## config.mk

```make
export PLATFORM = sky130hd
export DESIGN_NAME = alu_seq
export DESIGN_NICKNAME = d
export VERILOG_FILES = /design/src/rtl/alu_seq.sv
export SDC_FILE = /design/constraint.sdc
export NUM_CORES = 1
export LEC_CHECK = 0
export ABC_AREA = 1
export BUFFER_PORTS_ARGS = -buffer_cell sky130_fd_sc_hd__buf_4
export CORE_MARGIN = 4
export CORE_UTILIZATION = 30
export CTS_BUF_LIST = sky130_fd_sc_hd__clkbuf_4 sky130_fd_sc_hd__clkbuf_8
export DETAILED_ROUTE_END_ITERATION = 8
export GPL_ROUTABILITY_DRIVEN = 1
export SKIP_CTS_REPAIR_TIMING = 1
export SLEW_MARGIN = 10
export SYNTH_ARGS = -nofsm -noshare
export SYNTH_HDL_FRONTEND = slang
export SYNTH_SLANG_ARGS = --single-unit
```

## constraint.sdc

```tcl
create_clock -name clk -period 2.9 [get_ports clk]
set_clock_uncertainty 0.05 [all_clocks]
set_input_delay 0.29 -clock clk [delete_from_list [all_inputs] [get_ports clk]]
set_output_delay 0.29 -clock clk [all_outputs]
set_load 0.05 [all_outputs]
```

## src/rtl/alu_seq.sv

```systemverilog
// Registered ALU with a start/busy/done handshake. Single-cycle ops finish at the launch edge;
// MUL (shift-add) and multi-bit shifts iterate one step per clock before reporting done.
module alu_seq #(
  parameter int WIDTH  = 8,
  parameter bit MUL_EN = 1'b1
) (
  input  logic             clk,
  input  logic             rst,
  input  logic             start,
  input  logic [3:0]       op,
  input  logic [WIDTH-1:0] acc,
  input  logic [WIDTH-1:0] mbr,
  input  logic             cin,
  output logic [WIDTH-1:0] result,
  output logic [WIDTH-1:0] result_hi,
  output logic             c,
  output logic             z,
  output logic             n,
  output logic             v,
  output logic             busy,
  output logic             done
);

  localparam int SW  = $clog2(WIDTH);
  localparam int CW  = SW + 1;
  localparam int MSB = WIDTH - 1;

  localparam logic [1:0] S_IDLE  = 2'd0;
  localparam logic [1:0] S_MUL   = 2'd1;
  localparam logic [1:0] S_SHIFT = 2'd2;

  localparam logic [CW-1:0] MUL_LAST = CW'(WIDTH - 1);

  logic [1:0]         state;
  logic [CW-1:0]      cnt;
  logic [WIDTH-1:0]   mcand;
  logic [2*WIDTH-1:0] prod;
  logic [WIDTH-1:0]   shReg;
  logic               shLeft;

  logic [WIDTH:0]     addSum;
  logic [WIDTH:0]     subDiff;
  logic [SW-1:0]      shAmt;
  logic               isMul;
  logic               isShift;
  logic [WIDTH-1:0]   opRes;
  logic               opC;
  logic               opV;

  logic [WIDTH:0]     mulSum;
  logic [2*WIDTH-1:0] mulNext;
  logic [WIDTH-1:0]   shNext;
  logic               shOut;

  assign addSum  = {1'b0, acc} + {1'b0, mbr} + {{WIDTH{1'b0}}, cin};
  assign subDiff = {1'b0, acc} - {1'b0, mbr} - {{WIDTH{1'b0}}, cin};
  assign shAmt   = mbr[SW-1:0];
  assign isMul   = MUL_EN && (op == 4'b1001);
  assign isShift = ((op == 4'b1010) || (op == 4'b1011)) && (shAmt != '0);
  assign busy    = (state != S_IDLE);

  // Result of every operation that completes at the launch edge, including zero-length shifts.
  always_comb begin
    opRes = '0;
    opC   = 1'b0;
    opV   = 1'b0;
    case (op)
      4'b0000: opRes = mbr;
      4'b0001: begin
        opRes = addSum[MSB:0];
        opC   = addSum[WIDTH];
        opV   = (acc[MSB] == mbr[MSB]) && (addSum[MSB] != acc[MSB]);
      end
      4'b0010: opRes = ~acc;
      4'b0011: opRes = acc | mbr;
      4'b0100: opRes = acc & mbr;
      4'b0101: opRes = acc ^ mbr;
      4'b0110: begin
        opRes = {1'b0, acc[MSB:1]};
        opC   = acc[0];
      end
      4'b0111: begin
        opRes = {acc[MSB-1:0], 1'b0};
        opC   = acc[MSB];
      end
      4'b1000: begin
        opRes = subDiff[MSB:0];
        opC   = subDiff[WIDTH];
        opV   = (acc[MSB] != mbr[MSB]) && (subDiff[MSB] != acc[MSB]);
      end
      4'b1010, 4'b1011: opRes = acc;
      default: opRes = '0;
    endcase
  end

  // One shift-add step: the multiplier sits in the low half of prod and drains out to the right.
  always_comb begin
    mulSum  = {1'b0, prod[2*WIDTH-1:WIDTH]} + (prod[0] ? {1'b0, mcand} : '0);
    mulNext = {mulSum, prod[WIDTH-1:1]};
  end

  always_comb begin
    if (shLeft) begin
      shNext = {shReg[MSB-1:0], 1'b0};
      shOut  = shReg[MSB];
    end else begin
      shNext = {1'b0, shReg[MSB:1]};
      shOut  = shReg[0];
    end
  end

  always_ff @(posedge clk or posedge rst) begin
    if (rst) begin
      state     <= S_IDLE;
      cnt       <= '0;
      mcand     <= '0;
      prod      <= '0;
      shReg     <= '0;
      shLeft    <= 1'b0;
      result    <= '0;
      result_hi <= '0;
      c         <= 1'b0;
      z         <= 1'b0;
      n         <= 1'b0;
      v         <= 1'b0;
      done      <= 1'b0;
    end else begin
      done <= 1'b0;
      case (state)
        S_IDLE: begin
          if (start) begin
            if (isMul) begin
              mcand <= acc;
              prod  <= {{WIDTH{1'b0}}, mbr};
              cnt   <= '0;
              state <= S_MUL;
            end else if (isShift) begin
              shReg  <= acc;
              shLeft <= ~op[0];
              cnt    <= {1'b0, shAmt};
              state  <= S_SHIFT;
            end else begin
              result    <= opRes;
              result_hi <= '0;
              c         <= opC;
              z         <= (opRes == '0);
              n         <= opRes[MSB];
              v         <= opV;
              done      <= 1'b1;
            end
          end
        end
        S_MUL: begin
          prod <= mulNext;
          cnt  <= cnt + CW'(1);
          if (cnt == MUL_LAST) begin
            result    <= mulNext[WIDTH-1:0];
            result_hi <= mulNext[2*WIDTH-1:WIDTH];
            c         <= (mulNext[2*WIDTH-1:WIDTH] != '0);
            z         <= (mulNext == '0);
            n         <= mulNext[2*WIDTH-1];
            v         <= 1'b0;
            done      <= 1'b1;
            state     <= S_IDLE;
          end
        end
        S_SHIFT: begin
          shReg <= shNext;
          cnt   <= cnt - CW'(1);
          if (cnt == CW'(1)) begin
            result    <= shNext;
            result_hi <= '0;
            c         <= shOut;
            z         <= (shNext == '0);
            n         <= shNext[MSB];
            v         <= 1'b0;
            done      <= 1'b1;
            state     <= S_IDLE;
          end
        end
        default: state <= S_IDLE;
      endcase
    end
  end

endmodule

```

==> reports/qor_table.md <==
| Result | Value |
|:---|:---|
| Final Hold Violating Endpoints | 0 |
| Endpoint type of the worst setup path | flop |
| Leading cell type in the layout, fill and taps excluded | sky130_fd_sc_hd__nand2_1 |
| Synth Instances | 813 |
| Total track usage | 17.42% |
| Synth-to-Final Area Change | 17.84% |
| Cells on Worst Hold Path | 3 |
| Worst min path class | in2reg |
| Final cycle utilization of the critical path | 91.47% |
| Share of synthesized area occupied by flip-flops and latches | 28.28% |
| Critical Path Start Type | input port |
| Number of flops mapped to enable cells by yosys | 0 |
| Remaining antenna violation count | 0 |
| Util after Layout | 36.18% |
| Placement-stage cell area | 6037 um2 |
| Hold WS | 0.1869 ns |
| Final count of pins violating max slew | 0 |
| Time the worst path needs with I/O delays and setup | 2.653 ns |
| Final weighted congestion in routability-driven placement | 0.9471 |
| Global route overflow | 0 |
| Yosys warnings | 0 |
| F_max | 377.0 MHz |
| Number of nets in the synthesized netlist | 887 |
| Largest fanout on the critical path | 4 |
| Post-route cell area | 6257 um2 |
| Maximum number of pins on one net before global-route repair | 29 |
| Iteration-0 DRC count of the detailed router | 599 |
| Power density over cell area | 734.7 nW/um2 |
| Yosys reg bits | 60 |
| Chip Width | 141.0 um |
| Biggest area consumer among synthesized cells | sky130_fd_sc_hd__dfrtp_1 |
| Actual slew at the worst max-slew pin | 0.7178 ns |
| Clock tree from TritonCTS | built |
| Detailed-route via count | 5,505 |
| Count of input and output buffers | 45 |
| CTS Buffer Depth | 2 |
| Initial antenna violation count | 0 |
| Initial cell density of the core | 30.70% |
| CTS root buffer | sky130_fd_sc_hd__clkbuf_8 |
| Net count of the finished layout | 954 |
| Die Height | 141.0 um |
| Post-detail-place hpwl | 13,670 um |
| Top post-synthesis cells by area | sky130_fd_sc_hd__dfrtp_1 28%, sky130_fd_sc_hd__nand2_1 18%, sky130_fd_sc_hd__ha_1 11%, sky130_fd_sc_hd__nand3_1 7.0%, sky130_fd_sc_hd__inv_1 6.9% |
| Count of distinct cell types in the synthesized netlist | 42 |
| Clock latency at the later pin of the worst-skew pair | 0.34 ns |
| Placed insts | 1,092 |
| H-Tree Depth | 3 |
| Residual DRC count | 0 |
| Reported max-cap violation count | 0 |
| Diode count | 0 |
| Worst slew margin relative to its limit | 51.97% |
| Post-detailed-route via-to-cell ratio | 4.964 |
| Area inside the core boundary | 17,300 um2 |
| Required time reported for the critical path endpoint | 3.13 ns |
| Largest voltage drop on the vdd net | 0.0005325 V |
| Number of buffers created by CTS | 9 |
| Async S/R FF share, synth | 100.0% |
| Floorplan die area | 19,890 um2 |
| Vias in the first global route | 5,070 |
| Kind of critical path | in2reg |
| Non-Filler Instances | 1,109 |
| Top-Level Pins | 46 |
| Final wirelength | 17,040 um |
| Number of detailed-route iterations in the first pass | 5 |
| Share of the synthesized area in the top cell type | 28.28% |
| Ys flop type | sky130_fd_sc_hd__dfrtp_1 |
| Run status | completed |
| Area of the mapped netlist | 5310 um2 |
| Wire per inst | 15.37 um |
| Commonest cells after routing, fill and taps aside | 251 x sky130_fd_sc_hd__nand2_1, 96 x sky130_fd_sc_hd__inv_1, 79 x sky130_fd_sc_hd__nor2_1, 76 x sky130_fd_sc_hd__buf_4, 74 x sky130_fd_sc_hd__nand3_1 |
| Fraction of layout cells with a size suffix above 1 | 12.90% |
| CTS clock-pin slew for the worst setup and hold paths | 0.06 ns |
| Final setup violation count | 0 |
| Arrival time at the worst endpoint | 2.88 ns |
| Total Negative Setup Slacks | 0 ns |
| Avg Cell Area, Syn | 6.531 um2 |
| Placement row count | 48 |
| Wire length of the first global-routing pass | 27,430 um |
| FF-to-FF path depth | 15 |
| Static leakage | 3.296 nW |
| Clock Sinks | 60 |
==> path summary, 6_finish.rpt <==
check                      slack [ns]               endpoint                 from
setup / recovery                 0.25          z$_DFFE_PP0P_                  cin
hold / removal                   0.19         done$_DFF_PP0_                start
setup reg to reg                 0.40          z$_DFFE_PP0P_  prod[0]$_DFFE_PP0P_
hold reg to reg                  0.43          v$_DFFE_PP0P_        v$_DFFE_PP0P_
max in group asynchronous        1.76  result[1]$_DFFE_PP0P_                  rst
min in group asynchronous        0.42         done$_DFF_PP0_                  rst
==> per-layer routing <==
layer | up-vias | track usage (%) | wire [um]
li1 | 2763 | - | -
met5 | - | 0 | 0
met1 | 2452 | 25.23 | 7722
met3 | 25 | 2.374 | 1365
met4 | 0 | 5.711 | 361
met2 | 265 | 26.76 | 7594
==> synthesized netlist by cell type (2+ instances only) <==
cell / number
sky130_fd_sc_hd__nand4_1: 11
sky130_fd_sc_hd__o22ai_1: 2
sky130_fd_sc_hd__buf_6: 2
sky130_fd_sc_hd__inv_2: 5
sky130_fd_sc_hd__fa_1: 5
sky130_fd_sc_hd__nor3_1: 4
sky130_fd_sc_hd__nand3b_1: 4
sky130_fd_sc_hd__clkinv_1: 2
sky130_fd_sc_hd__a31oi_1: 8
sky130_fd_sc_hd__inv_1: 97
sky130_fd_sc_hd__ha_1: 45
sky130_fd_sc_hd__or2_2: 2
sky130_fd_sc_hd__o21ai_0: 67
sky130_fd_sc_hd__nor2_1: 80
sky130_fd_sc_hd__nor2_2: 3
sky130_fd_sc_hd__buf_2: 7
sky130_fd_sc_hd__xor2_1: 3
sky130_fd_sc_hd__a21oi_1: 31
sky130_fd_sc_hd__nand3_1: 74
sky130_fd_sc_hd__o21ai_1: 12
sky130_fd_sc_hd__nor2_4: 2
sky130_fd_sc_hd__clkbuf_1: 8
sky130_fd_sc_hd__a21o_1: 2
sky130_fd_sc_hd__o2111ai_1: 2
sky130_fd_sc_hd__dfrtp_1: 60
sky130_fd_sc_hd__o211ai_1: 3
sky130_fd_sc_hd__buf_4: 4
sky130_fd_sc_hd__a211oi_1: 2
sky130_fd_sc_hd__nand2_1: 251
sky130_fd_sc_hd__xnor2_1: 3
==> where the power goes <==
part           total, mW  internal (mW)  switching [mW]
clock network      0.755          0.443           0.311
logic               2.47          0.798            1.67
registers           1.37           1.13           0.240
==> kinds of logic after synthesis <==
| logic type | synth area share (%) |
|---|---|
| compound gates | 13.85 |
| simple gates | 34.35 |
| mux | 0.1885 |
| fa+ha+maj | 12.49 |
| flops | 28.28 |
| buf+inv | 9.849 |
| xor+xnor | 0.9898 |
==> registers in the layout, summed over array words and instances, names as in the netlist <==
register	flops
state	2
c	1
mcand	8
done	1
prod	16
result	8
shLeft	1
cnt	4
z	1
v	1
n	1
shReg	8
result_hi	8
==> final cells by class <==
type                            instances  area [um2]
Sequential cell                        60        1501
Tap cell                              225       281.5
Multi-Input combinational cell        626        3293
Fill cell                            1911       11040
Clock buffer                           13       160.2
Inverter                              106       405.4
Clock inverter                          2       35.03
Timing Repair Buffer                   77       580.6
==> stage by stage <==
| step | total power, mW | worst slack, ns |
|---|---|---|
| floorplan | 3.132 | 0.1155 |
| global placement | 3.816 | -0.1614 |
| detailed placement | 3.832 | -0.2059 |
| CTS | 4.599 | 0.1432 |
| global route | 5.005 | -0.006885 |
| finish | 4.597 | 0.2473 |
==> critical path: stages <==
cell and delay [ns]:
sky130_fd_sc_hd__buf_4 0.08, sky130_fd_sc_hd__inv_1 0.05, sky130_fd_sc_hd__fa_1 0.56, sky130_fd_sc_hd__inv_1 0.07
sky130_fd_sc_hd__ha_1 0.20, sky130_fd_sc_hd__or2_4 0.26, sky130_fd_sc_hd__fa_2 0.42, sky130_fd_sc_hd__nand2_1 0.08
sky130_fd_sc_hd__nand2_1 0.06, sky130_fd_sc_hd__nand2_1 0.06, sky130_fd_sc_hd__nand2_1 0.05, sky130_fd_sc_hd__nor2_1 0.08
sky130_fd_sc_hd__nand3_1 0.09, sky130_fd_sc_hd__nor2_2 0.13, sky130_fd_sc_hd__nand2_1 0.07, sky130_fd_sc_hd__nor2_1 0.09
sky130_fd_sc_hd__nand4_1 0.08, sky130_fd_sc_hd__nand2_1 0.08, sky130_fd_sc_hd__nand2_1 0.05, sky130_fd_sc_hd__nand2_1 0.05
(Power assumes the default switching activity.)
